## src/rtl/pdm_pkg.sv

```systemverilog
// Shared types and arithmetic helpers for the multi-channel PDM modulator.
package pdm_pkg;

    typedef enum logic {
        ORD1 = 1'b0,
        ORD2 = 1'b1
    } order_e;

    typedef enum logic [1:0] {
        ST_IDLE = 2'd0,
        ST_RUN  = 2'd1,
        ST_DONE = 2'd2
    } state_e;

    // First integrator carries two guard bits above the sample width.
    function automatic int w1_of(input int bw);
        return bw + 2;
    endfunction

    // Second integrator accumulates the first, so it needs two more bits.
    function automatic int w2_of(input int bw);
        return bw + 4;
    endfunction

    // Full-scale feedback magnitude for a signed sample of width bw.
    function automatic logic signed [63:0] fs_of(input int bw);
        return 64'sd1 <<< (bw - 1);
    endfunction

    // Clamp v to the signed range of a w-bit value; never wraps.
    function automatic logic signed [63:0] sat_s(input logic signed [63:0] v, input int w);
        logic signed [63:0] hi;
        logic signed [63:0] lo;
        hi = (64'sd1 <<< (w - 1)) - 64'sd1;
        lo = -(64'sd1 <<< (w - 1));
        if (v > hi)
            return hi;
        else if (v < lo)
            return lo;
        return v;
    endfunction

endpackage

```

## src/rtl/pdm_shaper_core.sv

```systemverilog
// Combinational noise-shaper update for one channel slot.
module pdm_shaper_core
    import pdm_pkg::*;
#(
    parameter int  BIT_WIDTH = 24,
    localparam int W1        = w1_of(BIT_WIDTH),
    localparam int W2        = w2_of(BIT_WIDTH)
) (
    input  logic signed [BIT_WIDTH-1:0] x,
    input  logic signed [W1-1:0]        i1,
    input  logic signed [W2-1:0]        i2,
    input  logic                        y_prev,
    input  order_e                      order,
    output logic signed [W1-1:0]        i1_nxt,
    output logic signed [W2-1:0]        i2_nxt,
    output logic                        y
);

    logic signed [63:0] fb;
    logic signed [63:0] s1;
    logic signed [63:0] s2;

    // Integrate error against the previous bit's feedback; quantize the last stage's sign.
    always_comb begin
        fb     = y_prev ? fs_of(BIT_WIDTH) : -fs_of(BIT_WIDTH);
        s1     = sat_s(64'(i1) + 64'(x) - fb, W1);
        s2     = sat_s(64'(i2) + s1 - fb, W2);
        i1_nxt = s1[W1-1:0];
        i2_nxt = i2;
        y      = (s1 >= 64'sd0);
        if (order == ORD2) begin
            i2_nxt = s2[W2-1:0];
            y      = (s2 >= 64'sd0);
        end
    end

endmodule

```

## src/rtl/pdm_multi_mod.sv

```systemverilog
// Time-multiplexed multi-channel sigma-delta PDM modulator, one channel per clock.
module pdm_multi_mod
    import pdm_pkg::*;
#(
    parameter int  BIT_WIDTH = 24,
    parameter int  NUM_CH    = 4,
    localparam int CH_W      = (NUM_CH > 1) ? $clog2(NUM_CH) : 1
) (
    input  logic                        clk_in,
    input  logic                        rst_n_in,
    input  logic                        sample_in,
    input  logic                        order_in,
    input  logic [NUM_CH-1:0]           ch_en_in,
    input  logic [NUM_CH*BIT_WIDTH-1:0] audio_in,
    input  logic                        audio_valid_in,
    output logic                        audio_ready_out,
    output logic [NUM_CH-1:0]           pdm_out,
    output logic                        frame_done_out,
    output logic                        overrun_out
);

    localparam int W1 = w1_of(BIT_WIDTH);
    localparam int W2 = w2_of(BIT_WIDTH);

    logic                        sample_prev;
    logic                        tick;
    logic                        tick_idle;
    logic                        xfer;
    logic [NUM_CH*BIT_WIDTH-1:0] pend_q;
    logic [NUM_CH*BIT_WIDTH-1:0] act_q;
    logic                        pend_full_q;
    state_e                      state_q;
    state_e                      state_d;
    logic [CH_W-1:0]             ch_q;
    logic [CH_W-1:0]             ch_d;
    order_e                      ord_q;
    order_e                      ord_new;
    logic [NUM_CH-1:0][W1-1:0]   i1_q;
    logic [NUM_CH-1:0][W2-1:0]   i2_q;
    logic [NUM_CH-1:0]           yp_q;
    logic [NUM_CH-1:0]           shadow_q;

    logic signed [BIT_WIDTH-1:0] core_x;
    logic signed [W1-1:0]        core_i1;
    logic signed [W2-1:0]        core_i2;
    logic signed [W1-1:0]        core_i1_nxt;
    logic signed [W2-1:0]        core_i2_nxt;
    logic                        core_y;

    assign tick            = sample_in & ~sample_prev;
    assign tick_idle       = tick && (state_q == ST_IDLE);
    assign xfer            = audio_valid_in & ~pend_full_q;
    assign audio_ready_out = ~pend_full_q;
    assign ord_new         = order_e'(order_in);

    assign core_x  = act_q[ch_q*BIT_WIDTH +: BIT_WIDTH];
    assign core_i1 = i1_q[ch_q];
    assign core_i2 = i2_q[ch_q];

    pdm_shaper_core #(
        .BIT_WIDTH(BIT_WIDTH)
    ) u_core (
        .x      (core_x),
        .i1     (core_i1),
        .i2     (core_i2),
        .y_prev (yp_q[ch_q]),
        .order  (ord_q),
        .i1_nxt (core_i1_nxt),
        .i2_nxt (core_i2_nxt),
        .y      (core_y)
    );

    // Oversample clock edge detector; tracks the level in every state.
    always_ff @(posedge clk_in) begin
        if (!rst_n_in)
            sample_prev <= 1'b0;
        else
            sample_prev <= sample_in;
    end

    // Two-deep sample buffer: a new word lands in pending, the tick promotes it to active.
    always_ff @(posedge clk_in) begin
        if (!rst_n_in) begin
            pend_q      <= '0;
            act_q       <= '0;
            pend_full_q <= 1'b0;
        end else begin
            if (tick_idle && pend_full_q)
                act_q <= pend_q;
            if (xfer) begin
                pend_q      <= audio_in;
                pend_full_q <= 1'b1;
            end else if (tick_idle && pend_full_q) begin
                pend_full_q <= 1'b0;
            end
        end
    end

    // Frame sequencer state register.
    always_ff @(posedge clk_in) begin
        if (!rst_n_in) begin
            state_q <= ST_IDLE;
            ch_q    <= '0;
        end else begin
            state_q <= state_d;
            ch_q    <= ch_d;
        end
    end

    // Frame sequencer: start on tick, walk every channel, then publish.
    always_comb begin
        state_d = state_q;
        ch_d    = ch_q;
        case (state_q)
            ST_IDLE: begin
                if (tick) begin
                    state_d = ST_RUN;
                    ch_d    = '0;
                end
            end
            ST_RUN: begin
                if (ch_q == CH_W'(NUM_CH - 1))
                    state_d = ST_DONE;
                else
                    ch_d = ch_q + 1'b1;
            end
            ST_DONE: state_d = ST_IDLE;
            default: state_d = ST_IDLE;
        endcase
    end

    // Per-channel shaper state; an order switch flushes every channel so the loops restart clean.
    always_ff @(posedge clk_in) begin
        if (!rst_n_in) begin
            ord_q    <= ORD1;
            i1_q     <= '0;
            i2_q     <= '0;
            yp_q     <= '0;
            shadow_q <= '0;
        end else if (tick_idle) begin
            ord_q <= ord_new;
            if (ord_new != ord_q) begin
                i1_q <= '0;
                i2_q <= '0;
                yp_q <= '0;
            end
        end else if (state_q == ST_RUN) begin
            if (ch_en_in[ch_q]) begin
                i1_q[ch_q]     <= core_i1_nxt;
                i2_q[ch_q]     <= core_i2_nxt;
                yp_q[ch_q]     <= core_y;
                shadow_q[ch_q] <= core_y;
            end else begin
                i1_q[ch_q]     <= '0;
                i2_q[ch_q]     <= '0;
                yp_q[ch_q]     <= 1'b0;
                shadow_q[ch_q] <= 1'b0;
            end
        end
    end

    // Output bits update together at frame end; overrun is sticky until reset.
    always_ff @(posedge clk_in) begin
        if (!rst_n_in) begin
            pdm_out        <= '0;
            frame_done_out <= 1'b0;
            overrun_out    <= 1'b0;
        end else begin
            frame_done_out <= (state_q == ST_DONE);
            if (state_q == ST_DONE)
                pdm_out <= shadow_q;
            if (tick && (state_q != ST_IDLE))
                overrun_out <= 1'b1;
        end
    end

endmodule

```

## config.mk

```make
export PLATFORM = sky130hd
export DESIGN_NAME = pdm_multi_mod
export DESIGN_NICKNAME = d
export VERILOG_FILES = /design/src/rtl/pdm_pkg.sv /design/src/rtl/pdm_shaper_core.sv /design/src/rtl/pdm_multi_mod.sv
export SDC_FILE = /design/constraint.sdc
export NUM_CORES = 1
export LEC_CHECK = 0
export ABC_CLOCK_PERIOD_IN_PS = 13300
export CORE_MARGIN = 2
export CORE_UTILIZATION = 45
export CTS_BUF_LIST = sky130_fd_sc_hd__clkbuf_4 sky130_fd_sc_hd__clkbuf_8
export DETAILED_ROUTE_END_ITERATION = 10
export PLACE_DENSITY = 0.71
export SYNTH_ARGS = -nofsm -noshare
export SYNTH_HDL_FRONTEND = slang
export SYNTH_SLANG_ARGS = --single-unit
```

## constraint.sdc

```tcl
create_clock -name clk_in -period 13.3 [get_ports clk_in]
set_input_delay 3.99 -clock clk_in [delete_from_list [all_inputs] [get_ports clk_in]]
set_output_delay 3.99 -clock clk_in [all_outputs]
set_load 0.05 [all_outputs]
```

==> impl_metrics.toml, run 1 <==
[clocking]
clk_path_buf_depth = 3
postCtsSetupBuffers = 0
cts_sinks = 429
htreeDepth = 3
cts_tree = "built"
cts_buffers = 73
clk_latency_ns = 0.66
cts-root-buf = "clkbuf_8"
clkSlewWorstSetupHoldPaths_ns = 0.06

[finish]
diodes = 0
syn_to_final_growth_pct = 12.3
finalInstanceArea_mm2 = 0.0290
layout-drive-gt1-share = 0.105
final_cell_mix = "537 x nand2_1, 427 x dfxtp_1, 228 x a21boi_0, 184 x inv_1, 163 x a221o_1"
layout_commonest_cell = "nand2_1"
layout.cells.non_filler = 3780
nNetsFinal = 3228

[detailed_routing]
routedWlPerCell_um = 21.6
num_vias = 23500
antenna_left = 0
via_per_inst = 6.21
first_pass_iters = 6
drt_iter0_markers = 2324
routed_wl_mm = 81.6
drc_errors = 0

[critical_path]
slowest_delay_ns = 0.61
crit_path_end_kind = "flop"
cp_top_family = "compound AO/OA/AOI/OAI gates"
critPathRequiredTime_ns = 13.83
critical_path_class = "reg2reg"
cpMaxStageDelayCell = "dfxtp_4"
cp_max_fo = 24
crit_top_cell = "fa_1"
crit_buf_inv = 3
start_kind = "flop"
cp.arrival_ns = 13.02

[place]
place_congestion = 0.951
dpl.hpwl_mm = 56.7
place_area_mm2 = 0.0273
dpl.cell_count = 3650
port_buffers = 111

[global_route]
antenna_found_initial = 1
grt_max_degree = 146
grt_pass1_wl_mm = 128
groute.usage.overall = 0.270
first_global_vias = 23100
grt.overflow.total = 0

[pwr]
p_leak_nw = 11.0
power_mw = 4.49
peakVddDrop_mv = 0.102
power.density_mw_per_mm2 = 155

[synth]
netlist_area_mm2 = 0.0258
avgSynthCellArea_um2 = 8.74
ys_seq_area_frac = 0.333
synth_fp_nets = 3210
synth_cells = 2951
synth-async-reset-ratio = 0
synth-seq-cells = 429
synthFlopType = "dfxtp_1"
yosysWarnings = 0
yosysUniqueCellTypes = 96
synth-edff-count = 0

[timing]
rsz0062_at_grt = "no"
fin_setup_tns_ns = 0
tightest_slew_ns = 1.36
finalCritPeriodShare = 0.939
min_period_ns = 12.49
drv_slew = 0
hold_viol = 0
fin_skew_ns = 0.0308
setup_viol = 0
fmax_mhz = 80.1
holdWs_ns = 0.460
slew_headroom = 0.0909

[floorplan]
dieHeight_um = 243
start_util = 0.457
core_mm2 = 0.0565
io-pin-count = 112
fp.dieArea_mm2 = 0.0593
fp-row-count = 87
die_w_um = 243

[outcome]
outcome = "complete, no violations"

[worst_hold_path]
hp-class = "reg2reg"

[run]
cap_violations = 0
==> cells in the mapped netlist, types with 25 or more instances <==
cell      instances  area [um2]
xor2_1           25         219
a21oi_1         134         671
dfxtp_1         429        8590
inv_1           185         694
nand4_1          34         213
nand2_1         539        2020
fa_1             45         901
a21boi_0        228        1710
o211ai_1         39         293
ha_1            109        1360
nor3_1           99         495
o21ai_0          74         370
nor2b_1          28         175
mux4_2           80        1800
xnor2_1          41         359
clkbuf_1        146         548
buf_2            29         145
nor2_1          115         432
a221o_1         163        1630
a21o_1           30         225
nand3_1          50         250
==> logic make-up after synthesis <==
kind of cell,share of synthesized area
AOI/OAI and AO/OA,0.250
xor gates and xnor gates,0.0224
adders and majority gates,0.0878
buffers and inverters,0.0611
DFF,0.333
muxes,0.0746
and+or+nand+nor,0.171
==> final cells by class <==
type	instances	area (um2)
fillers	5226	27500
repair buffers	150	1410
multi-input cells	2129	15700
inverters	186	698
flip-flops and latches	429	8600
clock buffers	113	1410
clock inverters	17	200
well taps	756	946
==> state kept, by name (all words and copies together), names as in the netlist <==
| signal | cells |
|---|---|
| sample_prev | 1 |
| pend_q | 96 |
| pdm_out | 4 |
| ch_q | 2 |
| ord_q | 1 |
| frame_done_out | 1 |
| yp_q | 4 |
| shadow_q | 4 |
| state_q | 2 |
| act_q | 96 |
| i1_q | 104 |
| overrun_out | 1 |
| pend_full_q | 1 |
| i2_q | 112 |
==> report_power, final <==
part           leakage (nW)  switching, mW  internal [mW]  total, mW
logic                  6.64           1.18          0.611       1.79
clock network         0.854          0.574          0.739       1.31
registers              3.48         0.0396           1.35       1.39
total                  11.0           1.79           2.70       4.49
==> routing by layer <==
layer  track usage  vias up  routed length, um
met5             0        -                  0
met4        0.0983        0               2690
met3        0.0414      201               6640
met2         0.419     1119              36000
met1         0.379    11400              36200
li1              -    10700                  -
==> worst register-to-register path: cells and delay by family, from the launching register on <==
| family | cells | cell delay [ns] |
|---|---|---|
| compound gates | 17 | 4.43 |
| xor+xnor | 1 | 0.12 |
| fa+ha+maj | 8 | 2.94 |
| buf+inv | 3 | 0.33 |
| flops | 1 | 0.61 |
| mux | 1 | 0.56 |
| simple gates | 14 | 3.39 |
==> path summary, 6_finish.rpt <==
check            from  endpoint  slack [ns]  depth (start not counted)
min          i1_q[74]  i1_q[74]        0.46                          1
max reg2reg   ch_q[0]  i2_q[36]        0.81                         44
min reg2reg  i1_q[74]  i1_q[74]        0.46                          1
max           ch_q[0]  i2_q[36]        0.81                         44
==> repair_timing <==
item | 4_1_cts | 5_1_grt
setup endpoints to repair | 0 | 101
hold endpoints to repair | 0 | 0
gates resized for setup | 0 | 4
hold buffers | 0 | 0
==> through the flow <==
step / utilization / setup slack, ns
after floorplan: - / 0.0942
after global placement: 0.484 / 1.22
after detailed placement: 0.484 / 0.847
after CTS: 0.512 / 0.744
after global routing: 0.513 / 0.0221
final: 0.513 / 0.811
(Power assumes the default switching activity.)
==> run 2, diff against run 1 <==
- GPL_ROUTABILITY_DRIVEN: not set -> 0
- GPL_TIMING_DRIVEN: not set -> 0
- SKIP_CTS_REPAIR_TIMING: not set -> 1
==> run 2 against run 1 <==
  * Global-route usage rose by 0.44 points
  * Wire length grew 1.6%
  * Worst hold slack got worse by 0.0056 ns
  * Cell count increased by 4.9%
  * Utilization grew 1.5 points
  * Clock skew up 0.016 ns
  * Largest cell class unchanged
==> impl_metrics.toml, run 2 (same netlist as run 1, synthesis figures left out) <==
[timing]
setup_viol = 0
finalCritPeriodShare = 0.972
drv_slew = 0
fmax_mhz = 77.3
tightest_slew_ns = 1.20
min_period_ns = 12.93
slew_headroom = 0.197
holdWs_ns = 0.454
hold_viol = 0
fin_skew_ns = 0.0469

[global_route]
grt_max_degree = 25
first_global_vias = 22900
groute.usage.overall = 0.274
grt_pass1_wl_mm = 129
antenna_found_initial = 3
grt.overflow.total = 0

[floorplan]
start_util = 0.457
core_mm2 = 0.0565
io-pin-count = 112
fp.dieArea_mm2 = 0.0593
fp-row-count = 87
die_w_um = 243
dieHeight_um = 243

[clocking]
cts_tree = "built"
cts_sinks = 429
clkSlewWorstSetupHoldPaths_ns = 0.06
cts_buffers = 74
cts-root-buf = "clkbuf_8"
clk_path_buf_depth = 3
clk_latency_ns = 0.68
htreeDepth = 3

[finish]
largest_register_ffs = 112
nFillCells = 5238
layout.cells.non_filler = 3965
largestRegisters = "i2_q (112), i1_q (104)"
layout_commonest_cell = "nand2_1"
nNetsFinal = 3413
syn_to_final_growth_pct = 15.6
final_cell_mix = "538 x nand2_1, 428 x dfxtp_1, 228 x a21boi_0, 183 x inv_1, 163 x a221o_1"
layout-drive-gt1-share = 0.114
top_register = "i2_q"

[place]
port_buffers = 110
dpl.cell_count = 3820
dpl.hpwl_mm = 62.4

[pwr]
power.density_mw_per_mm2 = 150
p_leak_nw = 11.4
peakVddDrop_mv = 0.0836
power_mw = 4.46

[critical_path]
cp_max_fo = 19
start_kind = "flop"
slowest_delay_ns = 0.62
crit_path_end_kind = "flop"
critPathRequiredTime_ns = 13.83
critical_path_class = "reg2reg"
cp.arrival_ns = 13.46
crit_top_cell = "a21oi_2"
cpMaxStageDelayCell = "fa_2"

[detailed_routing]
num_vias = 23800
routed_wl_mm = 82.9
first_pass_iters = 7
antenna_left = 0
via_per_inst = 6.01
drt_iter0_markers = 2554
drc_errors = 0
routedWlPerCell_um = 20.9

[run]
cap_violations = 0

[outcome]
outcome = "complete, no violations"

[worst_hold_path]
hp-class = "reg2reg"
[run 2: changes by cell type in the layout (fill, tap and decap cells not counted), sizes merged]
cell      change
clkinvlp      +2
inv           -2
clkbuf      +142
bufinv        -2
diode         +1
buf          +38
clkinv        +6
[run 2: stage by stage]
| step | worst slack, ns | TNS [ns] | cell area, um2 | utilization |
|---|---|---|---|---|
| CTS | -4.15 | -463.71 | 29400 | 0.521 |
| global route | -0.0528 | -0.632 | 29800 | 0.528 |
| finish | 0.369 | 0 | 29800 | 0.528 |
| floorplan | 0.0942 | 0 | 25800 | - |
| detailed placement | -4.06 | -454.66 | 27900 | 0.494 |
| global placement | -3.87 | -434.86 | 27800 | 0.493 |
[run 2: area by class of cell]
class	count	area (um2)	share of cell area
clock buffers	109	1360	0.0455
plain buffers	205	975	0.0327
repair buffers	129	1290	0.0433
multi-input cells	2129	15800	0.529
inverters	186	698	0.0234
clock inverters	21	193	0.00646
diodes	1	2.50	0.0000839
flip-flops and latches	429	8590	0.288
well taps	756	946	0.0317
[run 2: worst paths after layout]
path / start / to / slack (ns) / cells past startpoint
max reg2reg: ch_q[1] / i2_q[20] / 0.37 / 52
min: i2_q[63] / i2_q[63] / 0.45 / 2
max: ch_q[1] / i2_q[20] / 0.37 / 52
min reg2reg: i2_q[63] / i2_q[63] / 0.45 / 2
[run 2: report_power, final]
group          switching, mW  leakage (nW)  internal, mW
registers             0.0364          3.48          1.35
logic                   1.17          7.06         0.635
clock network          0.591         0.821         0.685
[run 2: worst max-delay path: cells and delay by family, from the launching register on]
| family | cells | cell delay [ns] |
|---|---|---|
| fa+ha+maj | 8 | 2.90 |
| simple gates | 10 | 1.98 |
| compound gates | 20 | 4.37 |
| mux | 1 | 0.39 |
| flops | 1 | 0.39 |
| xor+xnor | 2 | 0.35 |
| buf+inv | 11 | 2.39 |
[run 2: layer usage]
metal  GRT usage  vias up  wire length, um  share of wire
li1            -    11100                -              -
met1       0.383    11400            35800           0.43
met2       0.409     1148            35600           0.43
met3      0.0660      192             8870           0.11
met4       0.101        2             2620          0.032
met5           0        -               63        0.00076
